===== src/rtl/bch_t8_pkg.sv =====
// Shared sizing constants and FSM state encoding for the DVB-S2 normal-frame
// t=8 BCH parity engine.
package bch_t8_pkg;

  localparam int ROW_W     = 128;
  localparam int IN_W      = 16;
  localparam int ROM_AW    = 5;
  localparam int PAR_WORDS = ROW_W / IN_W;

  typedef enum logic [1:0] {
    IDLE = 2'd0,
    RD   = 2'd1,
    ACC  = 2'd2,
    OUT  = 2'd3
  } state_e;

endpackage


===== src/rtl/bch_gf2_row_acc.sv =====
// 128-bit GF(2) accumulator: conditionally XORs one ROM row per enabled cycle.
// o_acc_fold exposes the accumulator with the current row folded in.
module bch_gf2_row_acc
  import bch_t8_pkg::*;
(
  input  logic             clk_1x,
  input  logic             rst_n,
  input  logic             i_clr,
  input  logic             i_en,
  input  logic             i_sel,
  input  logic [ROW_W-1:0] i_row,
  output logic [ROW_W-1:0] o_acc_fold
);

  logic [ROW_W-1:0] r_acc;
  logic [ROW_W-1:0] w_term;

  assign w_term     = i_sel ? i_row : '0;
  assign o_acc_fold = r_acc ^ w_term;

  always_ff @(posedge clk_1x or negedge rst_n) begin
    if (!rst_n) begin
      r_acc <= '0;
    end else if (i_clr) begin
      r_acc <= '0;
    end else if (i_en) begin
      r_acc <= o_acc_fold;
    end
  end

endmodule


===== src/rtl/bch_normal_t8_iter_encoder.sv =====
// Iterative 16-bit-parallel BCH parity engine: one ROM row per cycle updates a
// 128-bit remainder, then the parity streams out as eight 16-bit words.
//
// state | meaning
// IDLE  | ready for an info word; latches feedback fb = r_top ^ s_data
// RD    | reads ROM rows 0..15, accumulating the row for fb[cnt-1]
// ACC   | folds row 15 and updates the remainder
// OUT   | streams parity words MSB first under m_ready backpressure
module bch_normal_t8_iter_encoder
  import bch_t8_pkg::*;
(
  input  logic              clk_1x,
  input  logic              rst_n,
  input  logic              s_valid,
  output logic              s_ready,
  input  logic [IN_W-1:0]   s_data,
  input  logic              s_last,
  output logic              rom_rd_en,
  output logic [ROM_AW-1:0] rom_rdaddr,
  input  logic [ROW_W-1:0]  rom_rd_q,
  output logic              m_valid,
  input  logic              m_ready,
  output logic [IN_W-1:0]   m_data,
  output logic              m_last,
  output logic              busy
);

  localparam int CNT_W  = $clog2(IN_W);
  localparam int WCNT_W = $clog2(PAR_WORDS);

  state_e            r_state;
  state_e            w_state_nxt;
  logic [ROW_W-1:0]  r_rem;
  logic [ROW_W-1:0]  w_rem_nxt;
  logic [ROW_W-1:0]  w_acc_fold;
  logic [IN_W-1:0]   r_fb;
  logic [CNT_W-1:0]  r_cnt;
  logic [CNT_W-1:0]  w_sel_idx;
  logic              r_last_q;
  logic [WCNT_W-1:0] r_wcnt;
  logic              r_m_valid;
  logic [IN_W-1:0]   r_m_data;
  logic              r_m_last;
  logic              w_accept;
  logic              w_m_fire;
  logic              w_rd_done;
  logic              w_last_word;
  logic              w_acc_en;
  logic              w_acc_sel;

  assign w_accept    = s_valid && (r_state == IDLE);
  assign w_m_fire    = r_m_valid && m_ready;
  assign w_rd_done   = (r_state == RD) && (r_cnt == CNT_W'(IN_W - 1));
  assign w_last_word = (r_wcnt == WCNT_W'(PAR_WORDS - 1));
  assign w_sel_idx   = r_cnt - CNT_W'(1);

  // ROM data lags the address by one cycle, so RD cnt pairs with row cnt-1.
  assign w_acc_en  = (r_state == RD) && (r_cnt != '0);
  assign w_acc_sel = (r_state == ACC) ? r_fb[IN_W-1] : r_fb[w_sel_idx];
  assign w_rem_nxt = {r_rem[ROW_W-IN_W-1:0], {IN_W{1'b0}}} ^ w_acc_fold;

  bch_gf2_row_acc u_row_acc (
    .clk_1x     (clk_1x),
    .rst_n      (rst_n),
    .i_clr      (w_accept),
    .i_en       (w_acc_en),
    .i_sel      (w_acc_sel),
    .i_row      (rom_rd_q),
    .o_acc_fold (w_acc_fold)
  );

  always_ff @(posedge clk_1x or negedge rst_n) begin
    if (!rst_n) begin
      r_state <= IDLE;
    end else begin
      r_state <= w_state_nxt;
    end
  end

  always_comb begin
    w_state_nxt = r_state;
    s_ready     = 1'b0;
    rom_rd_en   = 1'b0;
    rom_rdaddr  = '0;
    busy        = 1'b1;
    case (r_state)
      IDLE: begin
        s_ready = 1'b1;
        busy    = 1'b0;
        if (s_valid) w_state_nxt = RD;
      end
      RD: begin
        rom_rd_en  = 1'b1;
        rom_rdaddr = ROM_AW'(r_cnt);
        if (w_rd_done) w_state_nxt = ACC;
      end
      ACC: begin
        w_state_nxt = r_last_q ? OUT : IDLE;
      end
      OUT: begin
        if (w_m_fire && w_last_word) w_state_nxt = IDLE;
      end
      default: w_state_nxt = IDLE;
    endcase
  end

  always_ff @(posedge clk_1x or negedge rst_n) begin
    if (!rst_n) begin
      r_rem     <= '0;
      r_fb      <= '0;
      r_cnt     <= '0;
      r_last_q  <= 1'b0;
      r_wcnt    <= '0;
      r_m_valid <= 1'b0;
      r_m_data  <= '0;
      r_m_last  <= 1'b0;
    end else begin
      case (r_state)
        IDLE: begin
          if (w_accept) begin
            r_fb     <= r_rem[ROW_W-1 -: IN_W] ^ s_data;
            r_last_q <= s_last;
            r_cnt    <= '0;
          end
        end
        RD: begin
          if (!w_rd_done) r_cnt <= r_cnt + CNT_W'(1);
        end
        ACC: begin
          r_rem <= w_rem_nxt;
          if (r_last_q) begin
            r_m_valid <= 1'b1;
            r_m_data  <= w_rem_nxt[ROW_W-1 -: IN_W];
            r_m_last  <= 1'b0;
            r_wcnt    <= '0;
          end
        end
        OUT: begin
          if (w_m_fire) begin
            if (w_last_word) begin
              r_rem     <= '0;
              r_wcnt    <= '0;
              r_m_valid <= 1'b0;
              r_m_data  <= '0;
              r_m_last  <= 1'b0;
            end else begin
              r_rem    <= {r_rem[ROW_W-IN_W-1:0], {IN_W{1'b0}}};
              r_wcnt   <= r_wcnt + WCNT_W'(1);
              r_m_data <= r_rem[ROW_W-IN_W-1 -: IN_W];
              r_m_last <= (r_wcnt == WCNT_W'(PAR_WORDS - 2));
            end
          end
        end
        default: ;
      endcase
    end
  end

  assign m_valid = r_m_valid;
  assign m_data  = r_m_data;
  assign m_last  = r_m_last;

endmodule


===== config.mk =====
export PLATFORM = sky130hd
export DESIGN_NAME = bch_normal_t8_iter_encoder
export DESIGN_NICKNAME = d
export VERILOG_FILES = /design/src/rtl/bch_t8_pkg.sv /design/src/rtl/bch_gf2_row_acc.sv /design/src/rtl/bch_normal_t8_iter_encoder.sv
export SDC_FILE = /design/constraint.sdc
export NUM_CORES = 1
export LEC_CHECK = 0
export BUFFER_PORTS_ARGS = -buffer_cell sky130_fd_sc_hd__buf_2
export CORE_ASPECT_RATIO = 1.2
export CORE_MARGIN = 4
export CORE_UTILIZATION = 60
export CTS_CLUSTER_SIZE = 16
export DETAILED_ROUTE_END_ITERATION = 8
export PLACE_DENSITY = 0.9
export SLEW_MARGIN = 20
export SYNTH_ARGS = -nofsm -noshare
export SYNTH_HDL_FRONTEND = slang
export SYNTH_SLANG_ARGS = --single-unit

===== constraint.sdc =====
create_clock -name clk_1x -period 4.6 [get_ports clk_1x]
set_clock_uncertainty 0.1 [all_clocks]
set_input_delay 0.92 -clock clk_1x [delete_from_list [all_inputs] [get_ports clk_1x]]
set_output_delay 0.92 -clock clk_1x [all_outputs]
set_load 0.02 [all_outputs]

==> flow_summary.ini <==
[outcome]
status = finished clean

[worst_setup_path]
worstPathArrival_ps = 4010
slowest_stage = o211ai_4
path_max_fanout = 30
crit_required_ps = 4970
end_kind = flip-flop
startpoint_type = flip-flop
cpPeakStageDelay_ps = 690
crit_type = reg2reg
worstPathCellList = inv_1, ha_1, mux4_2, mux2i_1, mux2i_1, o211ai_4, buf_4, o21ai_0, o21ai_0

[floorplanning]
coreArea_mm2 = 0.02635
rows = 65
die_x_um = 157.3
ioPinCount = 175
die_height_um = 187.2
initial_core_util_pct = 60.91
dieArea_mm2 = 0.02944

[synthesis]
synth_fa_ha_area_share_pct = 0.4678
ys_seq_elements = 300
synth_compound_area_share_pct = 25.38
synth_edf_count = 0
synthDistinctLibCells = 45
syn_area_mm2 = 0.01605
synth_top_family_by_area = compound AO/OA/AOI/OAI gates
synthesis.nets = 1979
ys.flop_type = dfrtp_1
async_reset_ff_share_pct = 100.0
syn_avg_cell_area_um2 = 8.799
synth-simple-area-share_pct = 11.97
synth-xor-area-share_pct = 8.732
ys_warn_count = 0
synth_mux_area_share_pct = 0.8810
synth-seq-area-share_pct = 46.78
syn_inst = 1824

[run]
cap_viol_max_count = 0

[grt]
grt_max_degree = 98
grt_pass1_wl_um = 71330
grt_overflow = 0
antenna_found_initial = 2
first_global_vias = 13900
grt_usage_pct = 29.44

[clocking]
htree_levels = 1
cts_buffers = 31
cts_tree = built
post_cts_resized = 0
path_clk_slew_ps = 60
cts-root-buf = clkbuf_16
postCtsSetupBuffers = 0
clock-sinks = 300
clk_path_buf_depth = 3
insertion_delay_ps = 560
postCtsHoldBufs = 0

[finish]
syn_to_final_growth_pct = 12.96
drive_above_1_share_pct = 14.43
nets = 2086
layout.cells.non_filler = 2295

[placed_design]
io_buffers = 173
dp.cells = 2233
place.gp.congestion = 0.8244
hpwlAfterDp_um = 28680

[worst_hold_path]
hold_class = in2async

[detailed_routing]
viasPerCell = 6.288
drt-total-wl_um = 44810
drtIter0Drc = 1597
wl_per_cell_um = 19.52
drc_errors = 0
first_pass_iters = 7
antenna_left = 0
num_vias = 14430

[sta]
drv_slew = 0
rsz0062_at_grt = no
relSlewSlack_pct = 23.19
period_share_pct = 79.29
hold_viol = 0
fmax_ghz = 0.2742
worst_slew_pin_slew_ps = 1152
fin_crit_ps = 3648
tns_ps = 0
setup_viol = 0

[pwr]
p_per_area_mw_per_mm2 = 789.8
vdd_drop_max_uv = 599.6
p_leak_uw = 0.008591
## state kept, by name, indices dropped and copies added, names as in the netlist
signal           count
r_rem              128
u_row_acc.r_acc    128
m_data              16
r_fb                16
r_cnt                4
r_wcnt               3
r_state              2
m_last               1
m_valid              1
r_last_q             1
## metrics by stage
stage	power [uW]	cell area, um2	utilization, %	worst slack, ps	hold slack, ps
after CTS	14240	18110	68.73	998.6	268.7
after floorplan	9763	16050	-	2169	344.6
after global placement	11150	17060	64.72	1307	362.9
final	14320	18130	68.80	952.5	227.4
after global routing	15240	18120	68.76	753.9	291.8
after detailed placement	11570	17060	64.72	1041	371.2
## where the power goes
group,switching [uW],leakage [uW],internal (uW)
clock network,1070,0.000515,1520
registers,1100,0.00364,3780
logic,4180,0.00443,2660
## cells by family (layout without fill, tap and decap cells)
logic type | after synthesis | count (layout)
mux | 9 | 9
compound gates | 637 | 637
xor+xnor | 160 | 160
flops | 300 | 300
simple gates | 487 | 487
other cells | 1 | 7
buf+inv | 224 | 354
fa+ha+maj | 6 | 6
## worst paths after layout
path                                            from                               end  slack (ps)  depth (start not counted)
worst max-delay path            r_cnt[0]$_DFFE_PN0P_  u_row_acc.r_acc[108]$_DFFE_PN0P_         950                          9
worst min-delay path                           rst_n              r_fb[13]$_DFFE_PN0P_         230                          1
worst max register to register  r_cnt[0]$_DFFE_PN0P_  u_row_acc.r_acc[108]$_DFFE_PN0P_         950                          9
worst min register to register    m_last$_DFFE_PN0P_                m_last$_DFFE_PN0P_         380                          2
max in group asynchronous                      rst_n   u_row_acc.r_acc[89]$_DFFE_PN0P_        3160                          2
min in group clk_1x               m_last$_DFFE_PN0P_                m_last$_DFFE_PN0P_         380                          2
## critical path, delay by kind of cell (launching register included)
family | cells | cell delay [ps]
buffers and inverters | 2 | 580
DFF | 1 | 610
muxes | 3 | 840
adders and majority gates | 1 | 420
AOI/OAI and AO/OA | 3 | 990
## per-layer routing
layer	routed length (um)	share of wire (%)	vias up	track usage (%)
li1	-	-	6510	-
met1	17240	38	7043	39.52
met2	22220	50	759	49.59
met3	3680	8.2	120	3.425
met4	1659	3.7	0	10.23
met5	0	0	-	0
## synth_stat cells (all sizes together), types with 4 or more instances
master	instances	area, um2
a21oi	103	515.5
a221o	30	300.3
and2	4	25.02
and3	17	106.4
buf	29	186.4
clkbuf	92	352.8
dfrtp	300	7507
ha	6	75.07
inv	103	386.6
mux2i	4	40.04
mux4	4	90.09
nand2	306	1149
nand3	7	35.03
nor2	140	525.5
nor3	6	30.03
o211a	96	960.9
o21ai	296	1556
o22ai	96	600.6
xnor2	128	1121
xor2	32	280.3
## area by class of cell
class / count / area, um2
Fill cell: 1973 / 8222
Multi-Input combinational cell: 1300 / 7662
Sequential cell: 300 / 7511
Timing Repair Buffer: 195 / 1079
Clock buffer: 41 / 883.3
Tap cell: 335 / 419.2
Inverter: 103 / 386.6
Clock inverter: 15 / 172.7
Antenna cell: 6 / 15.01
## cell usage in the layout (no fill, tap or decap), types with 2 or more instances in the layout
cell	Yosys	layout
mux4_2	4	4
nor2b_1	3	2
inv_1	103	103
a2bb2oi_1	2	2
clkinv_4	0	3
nand3_1	7	7
diode_2	0	6
buf_2	11	172
xnor2_1	128	128
mux2i_1	4	4
clkbuf_8	0	7
clkbuf_16	0	31
o21ai_2	20	20
buf_4	6	19
o211a_1	96	96
clkinv_2	0	5
clkbuf_1	86	3
nor2_1	140	140
xor2_1	32	32
and3_1	17	17
a221o_1	30	30
o311ai_1	2	2
and2_1	4	3
nand2_1	306	303
nor3_1	6	6
buf_12	0	3
o21ai_1	51	51
clkinvlp_4	0	3
a31oi_1	2	2
o21ai_0	225	225
nand2_4	0	2
o31ai_1	3	3
a21oi_1	103	102
dfrtp_1	300	299
ha_1	6	6
o22ai_1	96	96
bufinv_16	0	3
Power figures use the tool's default switching activity.
